`src/rtl/regfile_write_queue.sv`:
```
// Write-back queue in front of the 32x32 register file: buffers results,
// drains them one per cycle onto the write port and forwards pending values.
module regfile_write_queue #(
    parameter int DEPTH = 4
) (
    input  logic                     clk,
    input  logic                     rst_n,
    input  logic                     in_valid,
    output logic                     in_ready,
    input  logic [4:0]               in_reg,
    input  logic [31:0]              in_data,
    input  logic                     drain_en,
    output logic                     RegWrite,
    output logic [4:0]               WriteRegister,
    output logic [31:0]              WriteData,
    input  logic [4:0]               ReadRegister1,
    input  logic [4:0]               ReadRegister2,
    output logic                     fwd_hit1,
    output logic                     fwd_hit2,
    output logic [31:0]              fwd_data1,
    output logic [31:0]              fwd_data2,
    output logic [$clog2(DEPTH):0]   count,
    output logic                     empty
);

    localparam int AW = $clog2(DEPTH);
    localparam int CW = AW + 1;

    logic [4:0]    regMem  [DEPTH];
    logic [31:0]   dataMem [DEPTH];

    logic [AW-1:0] wrPtrReg, wrPtrNext;
    logic [AW-1:0] rdPtrReg, rdPtrNext;
    logic [CW-1:0] countReg, countNext;

    logic full;
    logic doPush;
    logic doStore;
    logic doPop;

    assign full     = (countReg == CW'(DEPTH));
    assign empty    = (countReg == '0);
    assign count    = countReg;
    assign in_ready = !full;

    // A push of $zero completes the handshake but occupies no slot.
    assign doPush  = in_valid && in_ready;
    assign doStore = doPush && (in_reg != 5'd0);
    assign doPop   = !empty && drain_en;

    always_comb begin
        wrPtrNext = wrPtrReg;
        rdPtrNext = rdPtrReg;
        countNext = countReg;
        if (doStore) begin
            wrPtrNext = wrPtrReg + AW'(1);
        end
        if (doPop) begin
            rdPtrNext = rdPtrReg + AW'(1);
        end
        case ({doStore, doPop})
            2'b10:   countNext = countReg + CW'(1);
            2'b01:   countNext = countReg - CW'(1);
            default: countNext = countReg;
        endcase
    end

    always_ff @(posedge clk or negedge rst_n) begin
        if (!rst_n) begin
            wrPtrReg <= '0;
            rdPtrReg <= '0;
            countReg <= '0;
        end else begin
            wrPtrReg <= wrPtrNext;
            rdPtrReg <= rdPtrNext;
            countReg <= countNext;
        end
    end

    always_ff @(posedge clk) begin
        if (doStore) begin
            regMem[wrPtrReg]  <= in_reg;
            dataMem[wrPtrReg] <= in_data;
        end
    end

    always_ff @(posedge clk or negedge rst_n) begin
        if (!rst_n) begin
            RegWrite      <= 1'b0;
            WriteRegister <= 5'd0;
            WriteData     <= 32'd0;
        end else if (doPop) begin
            RegWrite      <= 1'b1;
            WriteRegister <= regMem[rdPtrReg];
            WriteData     <= dataMem[rdPtrReg];
        end else begin
            RegWrite      <= 1'b0;
        end
    end

    // Entries viewed by age: offset 0 is the head (oldest), higher offsets are younger.
    logic [4:0]       ageReg  [DEPTH];
    logic [31:0]      ageData [DEPTH];
    logic [DEPTH-1:0] liveMask;
    logic [DEPTH-1:0] hitVec  [2];
    logic [4:0]       rdAddr  [2];
    logic             hitOut  [2];
    logic [31:0]      dataOut [2];

    assign rdAddr[0] = ReadRegister1;
    assign rdAddr[1] = ReadRegister2;

    genvar gi;
    generate
        for (gi = 0; gi < DEPTH; gi++) begin : g_age
            logic [AW-1:0] slot;
            assign slot          = rdPtrReg + AW'(gi);
            assign ageReg[gi]    = regMem[slot];
            assign ageData[gi]   = dataMem[slot];
            assign liveMask[gi]  = (CW'(gi) < countReg);
            assign hitVec[0][gi] = liveMask[gi] && (ageReg[gi] == rdAddr[0]);
            assign hitVec[1][gi] = liveMask[gi] && (ageReg[gi] == rdAddr[1]);
        end
    endgenerate

    // Priority, lowest to highest: output register, then queue entries oldest
    // to youngest, so the youngest match overrides everything older.
    generate
        for (gi = 0; gi < 2; gi++) begin : g_port
            always_comb begin
                hitOut[gi]  = 1'b0;
                dataOut[gi] = 32'd0;
                if (RegWrite && (WriteRegister == rdAddr[gi])) begin
                    hitOut[gi]  = 1'b1;
                    dataOut[gi] = WriteData;
                end
                for (int i = 0; i < DEPTH; i++) begin
                    if (hitVec[gi][i]) begin
                        hitOut[gi]  = 1'b1;
                        dataOut[gi] = ageData[i];
                    end
                end
                if (rdAddr[gi] == 5'd0) begin
                    hitOut[gi]  = 1'b0;
                    dataOut[gi] = 32'd0;
                end
            end
        end
    endgenerate

    assign fwd_hit1  = hitOut[0];
    assign fwd_hit2  = hitOut[1];
    assign fwd_data1 = dataOut[0];
    assign fwd_data2 = dataOut[1];

endmodule
```
`config.mk`:
```
export PLATFORM = sky130hd
export DESIGN_NAME = regfile_write_queue
export DESIGN_NICKNAME = d
export VERILOG_FILES = /design/src/rtl/regfile_write_queue.sv
export SDC_FILE = /design/constraint.sdc
export NUM_CORES = 1
export LEC_CHECK = 0
export CAP_MARGIN = 10
export CELL_PAD_IN_SITES_DETAIL_PLACEMENT = 2
export CELL_PAD_IN_SITES_GLOBAL_PLACEMENT = 2
export CORE_ASPECT_RATIO = 0.5
export CORE_MARGIN = 2
export CORE_UTILIZATION = 32
export CTS_CLUSTER_DIAMETER = 60
export CTS_CLUSTER_SIZE = 10
export DETAILED_ROUTE_END_ITERATION = 8
export GPL_TIMING_DRIVEN = 0
export PLACE_DENSITY_LB_ADDON = 0.2
export SYNTH_ARGS = -nofsm -noshare
export SYNTH_HDL_FRONTEND = slang
export SYNTH_SLANG_ARGS = --single-unit
export TNS_END_PERCENT = 50
```
`constraint.sdc`:
```
create_clock -name clk -period 2.8 [get_ports clk]
set_input_delay 0.56 -clock clk [delete_from_list [all_inputs] [get_ports clk]]
set_output_delay 0.56 -clock clk [all_outputs]
set_load 0.03 [all_outputs]
```
======== After elaboration in Yosys (flattened, before gate mapping) ========
Memory sizes are Yosys's and may differ from the RTL's.
Cells that the tools add are included.
operators by class
  reduce and logical (&&, ||, !) cells .... 20
  $lt $le $gt $ge ......................... 4
  eq/ne operators ......................... 13
  multiplexer cells ....................... 28
  $add $sub $neg .......................... 6
operators with widths
  operator               number
  $mux W32               12
  $eq A5 B5 Y1           10
  $mux W1                15
  $logic_and A1 B1 Y1    13
  $logic_not A5 Y1       2
  $lt A1 B3 Y1 const A   2
  $lt A2 B3 Y1 const A   2
  $pmux W3 S2            1
  $reduce_bool A5 Y1     1
  $add A2 B1 Y2 const B  2
  $add A2 B2 Y2 const B  2
  $add A3 B1 Y3 const B  1
  $eq A3 B3 Y1 const B   1
  $logic_not A3 Y1       1
  $sub A3 B1 Y3 const B  1
  $eq A2 B1 Y1 const B   1
  $eq A2 B2 Y1 const B   1
  $logic_not A1 Y1       2
  $reduce_bool A2 Y1     1
word-level totals
  memories ................................ 2
  register bits after elaboration ......... 45
  RAM bits ................................ 148
  input port bits ......................... 51
memory list
  name     words  width  read ports  clocked after Yosys merged registers in  write ports  RTL line  source
  dataMem  4      32     4           0                                        1            30        logic [31:0] dataMem [DEPTH];
  regMem   4      5      4           0                                        1            29        logic [4:0] regMem [DEPTH];

======== Longest topological paths before layout ========
Gate-level depths: netlist of the first run.
  word-level depth ........................ 8
  mapped depth ............................ 12
  depth with buffers taken out ............ 10

======== Least setup slack after synthesis of the first run ========
OpenSTA, ideal clock, no wires.
  kind .................................... reg2out
  start ................................... reg rdPtrReg[1]
  end ..................................... out fwd_data2[0]
  buffers on the path ..................... 4
  data required time ...................... 2.240 ns
  stages on the path, launching flop included .. 11
  arrival ................................. 2.892 ns
  path slack .............................. -0.652 ns
  cells stage by stage .................... dfrtp_1 buf_2 buf_4 mux4_2 xnor2_1 nand4_1 nand3b_1 buf_2 buf_2 o211ai_1 a211oi_1
on the way
  word-level cells in the longest chain between the ends .. 8
  elaborated cells between the ends (all ways) .. 18
  classes of those cells .................. add/sub: 3; eq/ne: 4; mux: 5; reduce/logical: 4; memory: 2
ends and longest elaborated chain
  what                                                        RTL line  source
  start, declared                                             33        logic [AW-1:0] rdPtrReg, rdPtrNext;
  start signal, assigned                                      75        rdPtrReg <= rdPtrNext;
  $add A2 B1 Y2 / $mem_v2 Z4 W5 (equally long branches)       --
  $mem_v2 Z4 W5 / $eq A5 B5 Y1 (equally long branches)        --
  $eq A5 B5 Y1 / $logic_and A1 B1 Y1 (equally long branches)  122       assign hitVec[1][gi] = liveMask[gi] && (ageReg[gi] == rdAddr[1]);
  $logic_and A1 B1 Y1 / $mux W32 (equally long branches)      122, 138
  $mux W32 (2 in series)                                      138       if (hitVec[gi][i]) begin
  $mux W32 *                                                  138
  $mux W32 *                                                  143       if (rdAddr[gi] == 5'd0) begin
  end, declared                                               21        output logic [31:0] fwd_data2,
Mark *: on every way between the ends. The rest lies on a longest branch, timed or not.

======== Worst setup path after layout of the first run ========
  start ................................... reg rdPtrReg[0]
  end ..................................... out fwd_data2[11]
The elaborated chain is that of the path after synthesis.

==> results of run 1 <==
[sequential cells by signal, indices dropped and copies added (netlist names)]
signal	cells
count	3
RegWrite	1
rdPtrReg	2
WriteData	32
dataMem	128
WriteRegister	5
wrPtrReg	2
regMem	20
[cell families (layout without fill, tap and decap cells)]
| group | after synthesis | count (layout) | share of synthesized area |
|---|---|---|---|
| muxes | 178 | 178 | 0.144 |
| DFF | 193 | 193 | 0.397 |
| xor gates and xnor gates | 62 | 62 | 0.0387 |
| other | 0 | 1 | 0 |
| buffers and inverters | 146 | 403 | 0.0479 |
| AOI/OAI and AO/OA | 402 | 402 | 0.178 |
| adders and majority gates | 9 | 9 | 0.00803 |
| and+or+nand+nor | 589 | 589 | 0.186 |
[critical path, stage by stage, from the launching register on]
cell and delay (ns):
dfrtp_2 0.47, mux4_2 0.57, xor2_1 0.18, or4_4 0.58, a21oi_4 0.16, o21bai_4 0.17
buf_12 0.15, nor2_4 0.10, buf_12 0.19, a211oi_4 0.26, buf_6 0.17
[placed cells by master (no fill, tap or decap), types with 7 or more instances in the layout]
cell type,Yosys,routed
buf_12,0,33
nor2_1,106,69
mux2i_1,118,94
o21ai_2,0,63
mux2i_4,0,11
dfrtp_1,45,42
mux2_2,45,44
nand3_1,33,32
a21oi_2,0,37
ha_1,9,9
xor2_1,21,18
buf_6,8,103
mux4_2,14,14
edfxtp_1,148,148
a21oi_1,131,42
clkdlybuf4s50_1,0,81
clkbuf_4,1,17
o21ai_1,33,30
o21ai_0,127,66
clkbuf_8,0,10
nor3_1,37,32
nor2_4,1,17
a21oi_4,1,53
inv_1,7,7
nor2b_1,29,29
xnor2_1,41,35
clkbuf_1,80,28
mux2i_2,0,13
o31a_1,26,26
clkbuf_16,0,24
buf_8,1,8
nand2_1,298,295
buf_4,5,54
clkbuf_2,0,14
and2_1,61,57
nor2_2,0,21
o211ai_1,33,33
a211oi_4,0,30
[final timing paths]
path | cells past startpoint | slack (ns) | end
min reg2reg | 2 | 0.54 | WriteData[2]$_DFFE_PN0P_
min in group clk | 2 | 0.54 | WriteData[2]$_DFFE_PN0P_
min | 1 | 0.15 | count[2]$_DFFE_PN0P_
max in group asynchronous | 1 | 2.08 | rdPtrReg[1]$_DFFE_PN0P_
max reg2reg | 8 | 0.12 | WriteData[25]$_DFFE_PN0P_
max | 10 | -1.30 | fwd_data2[11]
[layer usage]
metal,GRT usage,up-vias,part of all wire
met5,0,-,0
li1,-,6086,-
met3,0.0503,167,0.060
met2,0.539,594,0.47
met1,0.440,7634,0.43
met4,0.116,0,0.033
[power breakdown]
part,internal [mW],switching [mW]
clock network,1.53,1.31
logic,6.97,11.4
registers,3.89,0.704
total,12.4,13.4
[area by class of cell]
cell class	count	area share
diodes	1	0.000122
inverters	8	0.00159
clock inverters	11	0.00867
plain buffers	133	0.0648
repair buffers	230	0.125
well taps	588	0.0359
flip-flops and latches	193	0.272
multi-input cells	1240	0.470
clock buffers	21	0.0220
[cell usage after synthesis, types with 2 or more instances]
master / count / share of area
and3_1: 2 / 0.00089
nand2_1: 298 / 0.080
a211oi_2: 30 / 0.027
o21a_1: 4 / 0.0021
xnor2_1: 41 / 0.026
buf_1: 19 / 0.0051
and4_1: 2 / 0.0012
nor3_1: 37 / 0.013
clkbuf_1: 80 / 0.021
nand2b_1: 4 / 0.0018
o31ai_1: 2 / 0.0011
ha_1: 9 / 0.0080
nor2_1: 106 / 0.028
nor2b_1: 29 / 0.013
mux2i_1: 118 / 0.084
edfxtp_1: 148 / 0.32
buf_4: 5 / 0.0027
a21oi_1: 131 / 0.047
o21ai_1: 33 / 0.012
nor4_1: 6 / 0.0027
a31oi_1: 3 / 0.0013
mux2_2: 45 / 0.036
buf_6: 8 / 0.0064
o211ai_1: 33 / 0.018
dfrtp_1: 45 / 0.080
buf_2: 24 / 0.0086
inv_1: 7 / 0.0019
o221ai_1: 3 / 0.0019
mux4_2: 14 / 0.022
nand4_1: 3 / 0.0013
a211oi_1: 4 / 0.0021
nand3_1: 33 / 0.012
xor2_1: 21 / 0.013
and2_1: 61 / 0.027
o31a_1: 26 / 0.016
o21ai_0: 127 / 0.045
[timing repair]
item | CTS | global route
pin swaps | 41 | 54
buffers inserted | 55 | 18
gates cloned | 7 | 2
gates resized for setup | 902 | 159
setup endpoints to repair | 177 | 150
==> summary.md, run 1 <==
| Metric | Value |
|---|---|
| Final wirelength | 76800 microns |
| Nets | 1883 |
| Setup-failing EPs final | 66 |
| Avg WL per Cell | 31.7 microns |
| Starting density of the core | 0.323 |
| DRT iter0 DRCs | 1300 |
| Number of synthesized flops with an enable pin | 148 |
| Area of the multi-input gates | 9630 sq um |
| Final ANT Viol Nets | 0 |
| Placer Congestion | 0.910 |
| Area of the die | 45600 sq um |
| Netlist cell types | 54 |
| DRC | 0 |
| Post-route setup slack | -1.30 ns |
| Worst slack, placed | -1.96 ns |
| Power, Total | 25.8 mW |
| Detail Placement HPWL | 50400 microns |
| Setup tns final | -76.18 ns |
| Core Util, Final | 0.472 |
| Post-DP Area | 17000 sq um |
| Die Ht | 152 microns |
| Reg2reg start | count[1]$_DFFE_PN0P_ |
| Status | finished with violations |
| Synth Warn # | 0 |
| Vias per cell | 5.97 |
| Clock slew seen by the registers of the worst setup and hold paths | 0.08 ns |
| Hold crit path type | input port to asynchronous set/reset pin |
| Syn_area_per_cell | 8.88 sq um |
| Pwr dens | 1260 nW/um^2 |
| Hold-fix buffers, CTS | 0 |
| Max_cap viols | 0 |
| GRT overflow | 0 |
| Max Slew Vio Count | 0 |
| Cell count after synthesis | 1579 |
| Startpoint Class | flip-flop |
| Unrepaired setup endpoints after global routing | yes |
| Top_reg_cell synth | edfxtp_1 |
| Fill cells | 4482 |
| Min Tclk post-route | 4.10 ns |
| Chip Width | 300 microns |
| Hold Violations, Final | 0 |
| First-pass DRT Iterations | 5 |
| Final non-filler cell area | 20500 sq um |
| First-pass GRT wire length | 110000 microns |
| Vias in the first global route | 16100 |
| Asr flop ratio synth | 0.233 |
| Measured slew at the worst slew-check pin | 1.01 ns |
| Clk_lat worst skew | 0.50 ns |
| Seq/Total Area, Yosys | 0.397 |
| Peak Freq | 244 MHz |
| Yosys reg bits | 193 |
| Root Buffer Master | clkbuf_16 |
| Worst Path Max Fanout | 10 |
| Deepest clock path buffer count | 2 |
| Crit. End Element | output port |
| Slew HR | 0.324 |
| WHS | 0.151 ns |
| Register area | 5570 sq um |
| Crit path kind | flip-flop to output port |
| Row cnt | 54 |
| CTS tree | yes |
| # clock sinks | 193 |
| Leakage Power | 7.44 nW |
| Final period utilization | 1.46 |
| Arr. time, crit path | 3.54 ns |
| Total I/O pin count | 160 |
| Synthesized Nets | 1639 |
| CTS Buf Count | 17 |
| Mapped cell area | 14000 sq um |
| Origin of the worst setup path | rdPtrReg[0]$_DFFE_PN0P_ |
| IO Port Bufs | 149 |
| Via count | 14500 |
| Worst EP required | 2.24 ns |
| VDD IR-drop max | 0.000628 V |
| Fin cells | 2425 |
| Largest net degree at the start of global routing | 46 |
| Share of cells above drive strength 1 | 0.346 |
| Failing checks | negative setup slack |
| Global-route usage over all layers | 0.328 |
| CTS H-tree lvls | 4 |
| Placed cell count | 2320 |
| Area delta synth->final | 46.1% |
| Core Footprint | 43400 sq um |
| Initial antenna violation count | 1 |
| Layout Skew | 0.0180 ns |
(Power assumes the default switching activity.)
==> run 2, diff against run 1 <==
--- a/config.mk
+++ b/config.mk
@@ -16,6 +16,7 @@
 export DETAILED_ROUTE_END_ITERATION = 8
 export GPL_TIMING_DRIVEN = 0
 export PLACE_DENSITY_LB_ADDON = 0.2
+export REMOVE_ABC_BUFFERS = 1
 export SYNTH_ARGS = -nofsm -noshare
 export SYNTH_HDL_FRONTEND = slang
 export SYNTH_SLANG_ARGS = --single-unit
==> summary.md, run 2 (synthesized netlist as in run 1, its figures left out) <==
| Metric | Value |
|---|---|
| Setup tns final | -101.71 ns |
| Max_cap viols | 0 |
| Slew HR | 0.0733 |
| Worst R2R Path Depth | 12 |
| Final non-filler cell area | 20400 sq um |
| Final period utilization | 1.63 |
| Final ANT Viol Nets | 0 |
| Crit. End Element | output port |
| First-pass GRT wire length | 107000 microns |
| Most frequent cells in the layout | nand2_1, edfxtp_1, mux2i_1, clkdlybuf4s50_1, a21oi_1 |
| Total I/O pin count | 160 |
| Starting density of the core | 0.323 |
| Avg WL per Cell | 36.0 microns |
| Area delta synth->final | 45.8% |
| Placer Congestion | 0.796 |
| Die Ht | 152 microns |
| CTS tree | yes |
| Pwr dens | 1290 nW/um^2 |
| Reg2reg start | count[0]$_DFFE_PN0P_ |
| Final wirelength | 86800 microns |
| Leakage Power | 7.66 nW |
| Core Util, Final | 0.471 |
| Row cnt | 54 |
| DRT iter0 DRCs | 1574 |
| Largest regs | dataMem x128, WriteData x32, regMem x20 |
| Origin of the worst setup path | rdPtrReg[0]$_DFFE_PN0P_ |
| Root Buffer Master | clkbuf_16 |
| Peak Freq | 219 MHz |
| Setup crit end | fwd_data2[13] |
| Clock network fraction of total power | 0.097 |
| GRT overflow | 0 |
| Arr. time, crit path | 4.00 ns |
| Global-route usage over all layers | 0.316 |
| Core Footprint | 43400 sq um |
| First-pass DRT Iterations | 5 |
| R2R Path End | count[2]$_DFFE_PN0P_ |
| Worst R2R Setup Slack | 0.12 ns |
| Fill cells | 4386 |
| Vias in the first global route | 15900 |
| Post-DP Area | 16500 sq um |
| Max Slew Vio Count | 0 |
| Psw | 13.8 mW |
| Chip Width | 300 microns |
| Hold Violations, Final | 0 |
| Startpoint Class | flip-flop |
| Detail Placement HPWL | 39200 microns |
| Switching part of the total power | 0.524 |
| Layout Skew | 0.0175 ns |
| Setup-failing EPs final | 66 |
| Initial antenna violation count | 2 |
| Status | finished with violations |
| Largest net degree at the start of global routing | 84 |
| Int Pwr | 12.5 mW |
| DRC | 0 |
| Min Tclk post-route | 4.56 ns |
| Vias per cell | 6.40 |
| Worst Path Max Fanout | 8 |
| Commonest non-fill, non-tap cell in the layout | nand2_1 |
| Failing checks | negative setup slack |
| Via count | 15400 |
| Hold-fix buffers, CTS | 0 |
| CTS Buf Count | 17 |
| Measured slew at the worst slew-check pin | 1.38 ns |
| Worst EP required | 2.24 ns |
| Max FFs per register | 128 |
| Area of the die | 45600 sq um |
| Unrepaired setup endpoints after global routing | yes |
| Combinational fraction of design power | 0.724 |
| VDD IR-drop max | 0.000639 V |
| # clock sinks | 193 |
| CTS H-tree lvls | 4 |
| Crit path kind | flip-flop to output port |
| Clk_lat worst skew | 0.50 ns |
| IO Port Bufs | 159 |
| Hold crit path type | input port to asynchronous set/reset pin |
| Deepest clock path buffer count | 2 |
| Most flops, register | dataMem |
| Share of cells above drive strength 1 | 0.311 |
| Register share of total power | 0.179 |
| Post-route setup slack | -1.76 ns |
| Nets | 1867 |
| Clock slew seen by the registers of the worst setup and hold paths | 0.08 ns |
## run 2: how the worst min path moves through the flow
stage	to	from	slack, ns	depth (start not counted)
5_1_grt	WriteData[9]$_DFFE_PN0P_	rst_n	0.22	1
4_1_cts	WriteData[9]$_DFFE_PN0P_	rst_n	0.22	1
3_3_place_gp	WriteData[24]$_DFFE_PN0P_	WriteData[24]$_DFFE_PN0P_	0.50	2
3_5_place_dp	WriteData[23]$_DFFE_PN0P_	WriteData[23]$_DFFE_PN0P_	0.52	2
6_report	WriteData[9]$_DFFE_PN0P_	rst_n	0.18	1
2_1_floorplan	RegWrite$_DFF_PN0_	rst_n	0.26	0
## run 2: power groups by stage
| stage | Clock (mW) | Sequential, mW | Combinational [mW] |
|---|---|---|---|
| CTS | 2.45 | 4.56 | 15.5 |
| finish | 2.55 | 4.70 | 19.0 |
| detailed placement | 0 | 4.95 | 12.6 |
| global route | 2.62 | 4.75 | 19.5 |
| floorplan | 0 | 5.41 | 6.25 |
| global placement | 0 | 4.99 | 8.83 |
## run 2: cell type report
class                   count  area, sq um  share of cell area
inverters                   8         68.8             0.00337
repair buffers            341         4430               0.217
well taps                 588          736              0.0360
flip-flops and latches    193         5580               0.273
multi-input cells        1244         9080               0.444
repair inverters            2         22.5             0.00110
clock buffers              20          437              0.0214
clock inverters            12         93.8             0.00459
diodes                      2         5.00            0.000245
## run 2: per-layer routing
layer	global-route usage	wire length [microns]
met5	0	0
met4	0.140	5300
met3	0.0486	7900
met2	0.535	40300
met1	0.401	33200
## run 2: through the flow
step                setup slack [ns]  hold slack (ns)  power, mW  std cells
CTS                            -1.46            0.221       22.5       2349
detailed placement             -3.23            0.525       17.5       2223
floorplan                      -6.23            0.264       11.7       1441
global route                   -1.76            0.217       26.8       2410
global placement              -10.26            0.500       13.8       2188
finish                         -1.76            0.185       26.3       2410
## run 2: repair_timing
item,4_1_cts,5_1_grt
cloned,20,8
pin swaps,38,97
gates resized for setup,516,328
buffers inserted,75,54
setup endpoints to repair,165,164
## run 2: worst max-delay path: stages, from the launching register on
cell and delay (ns):
dfrtp_4 0.53, buf_12 0.15, buf_12 0.14, buf_6 0.12
buf_6 0.12, mux4_2 0.34, xnor2_2 0.17, nand4_1 0.29
nand3b_1 0.35, buf_4 0.19, buf_6 0.15, buf_6 0.15
nand3_1 0.12, o211ai_1 0.17, a211oi_4 0.32, buf_6 0.18
